`src/rtl/instr_loader_pkg.sv`:
```
// Shared CPU package: loader FSM encoding, stream byte layout and instruction word sizing.
package instr_loader_pkg;

    localparam int unsigned InstrW = 10;              // instruction word width
    localparam int unsigned AddrW  = 10;              // instruction-memory address width
    localparam int unsigned ByteW  = 8;               // stream byte width
    localparam int unsigned HiBits = InstrW - ByteW;  // payload bits carried by a HI byte

    localparam logic [ByteW-1:0] ChkInit = 8'h00;     // XOR checksum seed

    typedef enum logic [2:0] {
        StIdle  = 3'd0,
        StCntHi = 3'd1,
        StCntLo = 3'd2,
        StWHi   = 3'd3,
        StWLo   = 3'd4,
        StChk   = 3'd5,
        StFin   = 3'd6
    } load_state_e;

    // A load fits when its last word lands at or below the top of memory.
    function automatic logic load_fits(input logic [AddrW-1:0] base,
                                       input logic [AddrW-1:0] count,
                                       input int unsigned      max_words);
        return (32'(base) + 32'(count)) <= max_words;
    endfunction

endpackage

```
`src/rtl/instr_loader.sv`:
```
// Byte-stream instruction loader: parses count, words and an XOR checksum,
// writes words into instruction memory and holds the CPU while loading.
module instr_loader
    import instr_loader_pkg::*;
#(
    parameter logic [AddrW-1:0] BASE_ADDR = 10'd0,
    parameter int unsigned      MAX_WORDS = 1024
) (
    input  logic              clk,
    input  logic              rst_n,
    input  logic              start,
    input  logic              in_valid,
    input  logic [ByteW-1:0]  in_data,
    output logic              in_ready,
    output logic              mem_we,
    output logic [AddrW-1:0]  mem_addr,
    output logic [InstrW-1:0] mem_wdata,
    output logic              cpu_hold,
    output logic              done,
    output logic              err
);

    load_state_e       state_q;
    logic [AddrW-1:0]  count_q;
    logic [AddrW-1:0]  index_q;
    logic [ByteW-1:0]  chk_q;
    logic [HiBits-1:0] hi_q;
    logic              mem_we_q;
    logic [AddrW-1:0]  mem_addr_q;
    logic [InstrW-1:0] mem_wdata_q;
    logic              cpu_hold_q;
    logic              done_q;
    logic              err_q;

    logic              xfer;
    logic [AddrW-1:0]  count_full;
    logic [AddrW-1:0]  index_inc;

    // Byte acceptance is a pure decode of the current state.
    always_comb begin
        in_ready = 1'b0;
        unique case (state_q)
            StCntHi, StCntLo, StWHi, StWLo, StChk: in_ready = 1'b1;
            default:                               in_ready = 1'b0;
        endcase
    end

    assign xfer       = in_valid & in_ready;
    assign count_full = {count_q[AddrW-1:ByteW], in_data};
    assign index_inc  = index_q + 10'd1;

    // Loader FSM with all outputs registered; reset wins over any pending transfer.
    always_ff @(posedge clk) begin
        if (!rst_n) begin
            state_q     <= StIdle;
            count_q     <= '0;
            index_q     <= '0;
            chk_q       <= ChkInit;
            hi_q        <= '0;
            mem_we_q    <= 1'b0;
            mem_addr_q  <= '0;
            mem_wdata_q <= '0;
            cpu_hold_q  <= 1'b0;
            done_q      <= 1'b0;
            err_q       <= 1'b0;
        end else begin
            mem_we_q <= 1'b0;
            done_q   <= 1'b0;
            unique case (state_q)
                StIdle: begin
                    if (start) begin
                        state_q    <= StCntHi;
                        err_q      <= 1'b0;
                        cpu_hold_q <= 1'b1;
                        chk_q      <= ChkInit;
                        index_q    <= '0;
                    end
                end
                StCntHi: begin
                    if (xfer) begin
                        count_q[AddrW-1:ByteW] <= in_data[HiBits-1:0];
                        chk_q                  <= chk_q ^ in_data;
                        state_q                <= StCntLo;
                    end
                end
                StCntLo: begin
                    if (xfer) begin
                        count_q <= count_full;
                        chk_q   <= chk_q ^ in_data;
                        index_q <= '0;
                        if (!load_fits(BASE_ADDR, count_full, MAX_WORDS)) begin
                            // Oversized load: abort before any write, stop consuming bytes.
                            err_q      <= 1'b1;
                            done_q     <= 1'b1;
                            cpu_hold_q <= 1'b0;
                            state_q    <= StFin;
                        end else if (count_full == '0) begin
                            state_q <= StChk;
                        end else begin
                            state_q <= StWHi;
                        end
                    end
                end
                StWHi: begin
                    if (xfer) begin
                        hi_q    <= in_data[HiBits-1:0];
                        chk_q   <= chk_q ^ in_data;
                        state_q <= StWLo;
                    end
                end
                StWLo: begin
                    if (xfer) begin
                        mem_we_q    <= 1'b1;
                        mem_addr_q  <= BASE_ADDR + index_q;
                        mem_wdata_q <= {hi_q, in_data};
                        chk_q       <= chk_q ^ in_data;
                        index_q     <= index_inc;
                        state_q     <= (index_inc == count_q) ? StChk : StWHi;
                    end
                end
                StChk: begin
                    if (xfer) begin
                        err_q      <= err_q | (in_data != chk_q);
                        done_q     <= 1'b1;
                        cpu_hold_q <= 1'b0;
                        state_q    <= StFin;
                    end
                end
                StFin: begin
                    state_q <= StIdle;
                end
                default: begin
                    state_q <= StIdle;
                end
            endcase
        end
    end

    assign mem_we    = mem_we_q;
    assign mem_addr  = mem_addr_q;
    assign mem_wdata = mem_wdata_q;
    assign cpu_hold  = cpu_hold_q;
    assign done      = done_q;
    assign err       = err_q;

endmodule

```
`config.mk`:
```
export PLATFORM = sky130hd
export DESIGN_NAME = instr_loader
export DESIGN_NICKNAME = d
export VERILOG_FILES = /design/src/rtl/instr_loader_pkg.sv /design/src/rtl/instr_loader.sv
export SDC_FILE = /design/constraint.sdc
export NUM_CORES = 1
export LEC_CHECK = 0
export CAP_MARGIN = 10
export CORE_ASPECT_RATIO = 1.25
export CORE_MARGIN = 4
export CORE_UTILIZATION = 35
export DETAILED_ROUTE_END_ITERATION = 7
export HOLD_SLACK_MARGIN = 0.1
export MAX_ROUTING_LAYER = met4
export PLACE_DENSITY = 0.63
export SYNTH_ARGS = -nofsm -noshare
export SYNTH_HDL_FRONTEND = slang
export SYNTH_SLANG_ARGS = --single-unit
```
`constraint.sdc`:
```
create_clock -name clk -period 2.35 [get_ports clk]
set_input_delay 0.235 -clock clk [delete_from_list [all_inputs] [get_ports clk]]
set_output_delay 0.235 -clock clk [all_outputs]
set_load 0.01 [all_outputs]
```
Word-level counts from Yosys, hierarchy flattened. Cells that the tools add are included.

Order comparisons: 1. Bitwise gates (word level): 4. Reductions and logical operators: 16. Equality and inequality tests: 15. Add/sub/neg operators: 1. Multiplexer cells: 34.

Operators with widths (number): $mux 10 (3); $pmux 10 s3 (1); $mux 3 (9); $pmux 3 s6 (1); $mux 8 (2); $pmux 8 s2 (1); $ne 2x2->1 const B (7); $mux 1 (12); $le 10x11->1 const B (1); $add 10x1->10 const B (1); $eq 10x10->1 (1); $logic_not 10->1 (1); $ne 8x8->1 (1); $reduce_and 2->1 (4); $xor 8x8->8 (1); $eq 3x2->1 const B (2); $eq 3x3->1 const B (2); $pmux 1 s3 (2); $reduce_and 3->1 (2); $reduce_and 6->1 (1); $reduce_bool 3->1 (2); $reduce_and 5->1 (1); $reduce_or 5->1 (1); $pmux 2 s2 (1); 11 further kinds (11).

Word-level logic and storage cells: 83. Output and inout bits: 25. Bits in registers: 57.

Longest topological paths before layout.
Depth after elaboration: 6. Gate-level depth with buffers: 8. Depth with buffers taken out: 7.

Worst setup path after synthesis. OpenSTA, ideal clock, no wires.

Path type: flip-flop to flip-flop. Start point: reg index_q[1]. End point: reg state_q[2]. Arrival: 1.773 ns. Required time: 2.231 ns. Cell stages (with the launch flop): 9. Setup slack: 0.459 ns. Cells stage by stage: dfxtp_1 -> ha_1 -> and2_1 -> buf_6 -> nor2b_1 -> o311a_1 -> o2111ai_2 -> a211oi_2 -> o221a_1.

Longest elaborated chain between the ends: 5.

RTL lines: from (decl) (line instr_loader.sv:25) `logic [AddrW-1:0] index_q;`; from (signal assigned) (line instr_loader.sv:117) `index_q <= index_inc;`; $add 10x1->10 (line instr_loader.sv:50) `assign index_inc = index_q + 10'd1;`; $eq 10x10->1 (line instr_loader.sv:118) `state_q <= (index_inc == count_q) ? StChk : StWHi;`; $mux 3 (line instr_loader.sv:118); $mux 3 (line instr_loader.sv:112) `if (xfer) begin`; $pmux 3 s6 (line instr_loader.sv:69) `unique case (state_q)`; to (signal assigned) (line instr_loader.sv:72) `state_q <= StCntHi;`; to (signal assigned) (line instr_loader.sv:118); to (signal assigned) (line instr_loader.sv:126) `state_q <= StFin;`; to (decl) (line instr_loader.sv:23) `load_state_e state_q;`.

No other way between the ends. The select of a mux whose other input is x is not followed. A chain may end at the register's enable or synchronous reset.

Worst setup path in the final report.
Start point: reg index_q[0]. End point: reg state_q[2].

The elaborated chain is that of the path after synthesis.

==> flow_summary.yaml <==
status:
  status: "finished clean"
detailed_routing:
  avgRoutedWirePerCell_um: 14.84
  route.met3.wl_um: 359
  first_pass_iters: 4
  wl_met2_mm: 3.106
  ant_nets: 0
  vias: 2465
  viasPerCell: 5.245
  drt_iter0_drc: 106
  route.detailed.drc: 0
  maxUsedRoutingLayer: "met4"
  drt-total-wl_mm: 6.975
  route.layer.met1.wl_mm: 3.374
timing:
  finalHoldViolCount: 0
  finalSetupTns_ps: 0
  worst-slew-pin-transition_ps: 579.2
  relSlewSlack_pct: 61.26
  drv_slew: 0
  fin_skew_ps: 7.566
  timing.final.crit_period_ps: 2131
  fmax_ghz: 0.4694
  rsz0062_at_grt: "false"
  setup_viol: 0
  post-route-period-util_pct: 90.66
yosys:
  syn_inst: 343
  ys_warn_count: 0
  synth-seq-cells: 57
  async_flop_share_pct: 0
  avgSynthCellArea_sq_um: 8.018
  ys.flop_type: "dfxtp_1"
  yosysUniqueCellTypes: 53
  synth_edf_count: 0
  syn_area_sq_mm: 0.002750
  ys_seq_area_share_pct: 41.49
  syn_nets: 356
power_and_ir_drop:
  peakVddDrop_v: 0.0002972
  intPower_mw: 1.511
  switching_power_mw: 0.5285
  sw_frac_of_total_pct: 25.91
  combinationalPowerShare_pct: 12.2
  p_clk_share_pct: 38.2
  powerDensity_mw_per_mm2: 600.9
  p_leak_nw: 1.204
  p_seq_share_pct: 49.6
setup_path:
  cp_slowest_cell: "dfxtp_1"
  worstPathRequired_ps: 2630
  crit_type: "flop to flop"
  path_cells: "ha_1, and2_2, nand4_4, xnor2_1, o2111ai_2, a211oi_2, o221a_1"
  crit_fanout: 8
  end_kind: "flop"
  start_kind: "flop"
  max_stage_delay_ps: 470
  crit_arrival_ps: 2410
placed_design:
  io_buffers: 36
  dpl_cell_area_sq_mm: 0.003237
  dp_hpwl_mm: 4.698
  gp_congestion: 0.8565
layout:
  layout_commonest_cell: "dfxtp_1"
  multi_input_area_sq_mm: 0.001471
  nets: 390
  regArea_sq_mm: 0.001141
  layout_common_cells: "dfxtp_1 (57), nand2_1 (49), nor2_1 (46)"
  nFillCells: 767
  final_cell_area_sq_mm: 0.003395
  syn_to_final_growth_pct: 23.43
  post_route_cells_drive_above_1_share_pct: 8.995
  antenna_cells: 0
grt:
  overflow: 0
  track_usage_pct: 16.34
  grt_start_max_net_pins: 46
  grt_pass1_vias: 2359
  grt_pass1_wl_mm: 11.67
  antenna_found_initial: 0
cts:
  cts_tree: "done"
  numCtsBuffers: 9
  htreeDepth: 3
  numClockSinks: 57
  cts_buffer_depth: 2
  worstSkewPairLatency_ps: 340
  cts-root-buf: "clkbuf_8"
  cts.clk_slew.worst_paths_ps: 60
floorplanning:
  fp.dieW_um: 87.29
  io_pins: 37
  die_h_um: 107.1
  coreArea_sq_mm: 0.007532
  initial_utilization_pct: 36.51
  rows: 35
  die_area_sq_mm: 0.009349
min_path:
  worstHoldPathType: "flop to flop"
run:
  cap_violations: 0
[flip-flops by register name (all words and copies together), names as in the netlist, 2 cells and up]
name       cells
index_q       10
count_q       10
mem_wdata     10
hi_q           2
state_q        3
chk_q          8
mem_addr      10
[through the flow]
step / std cells / utilization (%) / total power [mW] / setup slack, ps / hold WS, ps
floorplan: 343 / - / 1.183 / 458.6 / 371.0
global placement: 458 / 42.97 / 1.276 / 250.6 / 442.8
detailed placement: 458 / 42.97 / 1.280 / 173.3 / 449.1
CTS: 470 / 45.05 / 2.064 / 163.9 / 457.6
global route: 470 / 45.07 / 2.137 / 51.79 / 476.2
finish: 470 / 45.07 / 2.040 / 219.4 / 456.4
[worst paths after layout]
check / start / end / slack, ps / depth (start not counted)
max: index_q[0]$_SDFFE_PN0P_ / state_q[2]$_SDFFE_PN0P_ / 220 / 7
min reg2reg: hi_q[1]$_SDFFE_PN0P_ / mem_wdata[9]$_SDFFE_PN0P_ / 460 / 2
min: hi_q[1]$_SDFFE_PN0P_ / mem_wdata[9]$_SDFFE_PN0P_ / 460 / 2
max reg2reg: index_q[0]$_SDFFE_PN0P_ / state_q[2]$_SDFFE_PN0P_ / 220 / 7
[power groups by stage]
stage	Sequential (mW)	Combinational [mW]	Clock [mW]
after floorplan	1.03	0.156	0
after global placement	1.03	0.244	0
after detailed placement	1.03	0.247	0
after CTS	1.01	0.248	0.805
after global routing	1.01	0.274	0.847
final	1.01	0.249	0.779
[area by class of cell]
cell class                 instances  area share [%]
inverter                          10           1.106
timing repair buffer              46           13.93
tap                               92           3.391
clock buffer                      11           4.460
sequential                        57           33.62
multi-input combinational        253           43.35
clock inverter                     1          0.1474
[what timing repair did]
item                                    4_1_cts  5_1_grt
resized for setup                             0        1
setup buffers                                 0        0
endpoints found under the setup margin        0        1
hold buffers                                  0        0
[cell families after synthesis]
kind of cell / after synthesis / share of synthesized area (%)
simple gates: 141 / 23.89
compound gates: 85 / 20.20
flops: 57 / 41.49
buf+inv: 33 / 5.050
mux: 14 / 5.095
xor+xnor: 12 / 3.822
fa+ha+maj: 1 / 0.4549
[synthesized netlist by cell type, types with 2 or more instances]
cell / number / area, sq um
nand4_1: 4 / 25.02
o21ai_0: 17 / 85.08
nor3_1: 9 / 45.04
xnor2_1: 7 / 61.31
nor2_1: 46 / 172.7
nand2b_1: 3 / 18.77
nor4_1: 4 / 25.02
buf_2: 6 / 30.03
nand3b_1: 2 / 15.01
xor2_1: 5 / 43.79
o211ai_1: 2 / 15.01
clkbuf_1: 15 / 56.30
o31ai_1: 2 / 15.01
o22ai_1: 3 / 18.77
inv_1: 9 / 33.78
nand2_1: 49 / 183.9
a21boi_0: 5 / 37.54
mux2i_1: 14 / 140.1
a221oi_1: 2 / 17.52
a21oi_1: 29 / 145.1
dfxtp_1: 57 / 1141
a22oi_1: 9 / 67.56
nor2b_1: 6 / 37.54
a21o_1: 3 / 22.52
or3_1: 3 / 18.77
nand3_1: 5 / 25.02
[critical path, delay by kind of cell, from the launching register on]
family | cells | cell delay [ps]
AOI/OAI and AO/OA | 3 | 670
DFF | 1 | 470
and+or+nand+nor | 2 | 400
adders and majority gates | 1 | 320
xor gates and xnor gates | 1 | 220
[per-layer routing]
| metal | global-route usage (%) | vias up |
|---|---|---|
| met1 | 21.85 | 1126 |
| met4 | 8.224 | 0 |
| met2 | 23.38 | 74 |
| met5 | - | - |
| li1 | - | 1256 |
| met3 | 2.998 | 9 |
(Power assumes the default switching activity.)
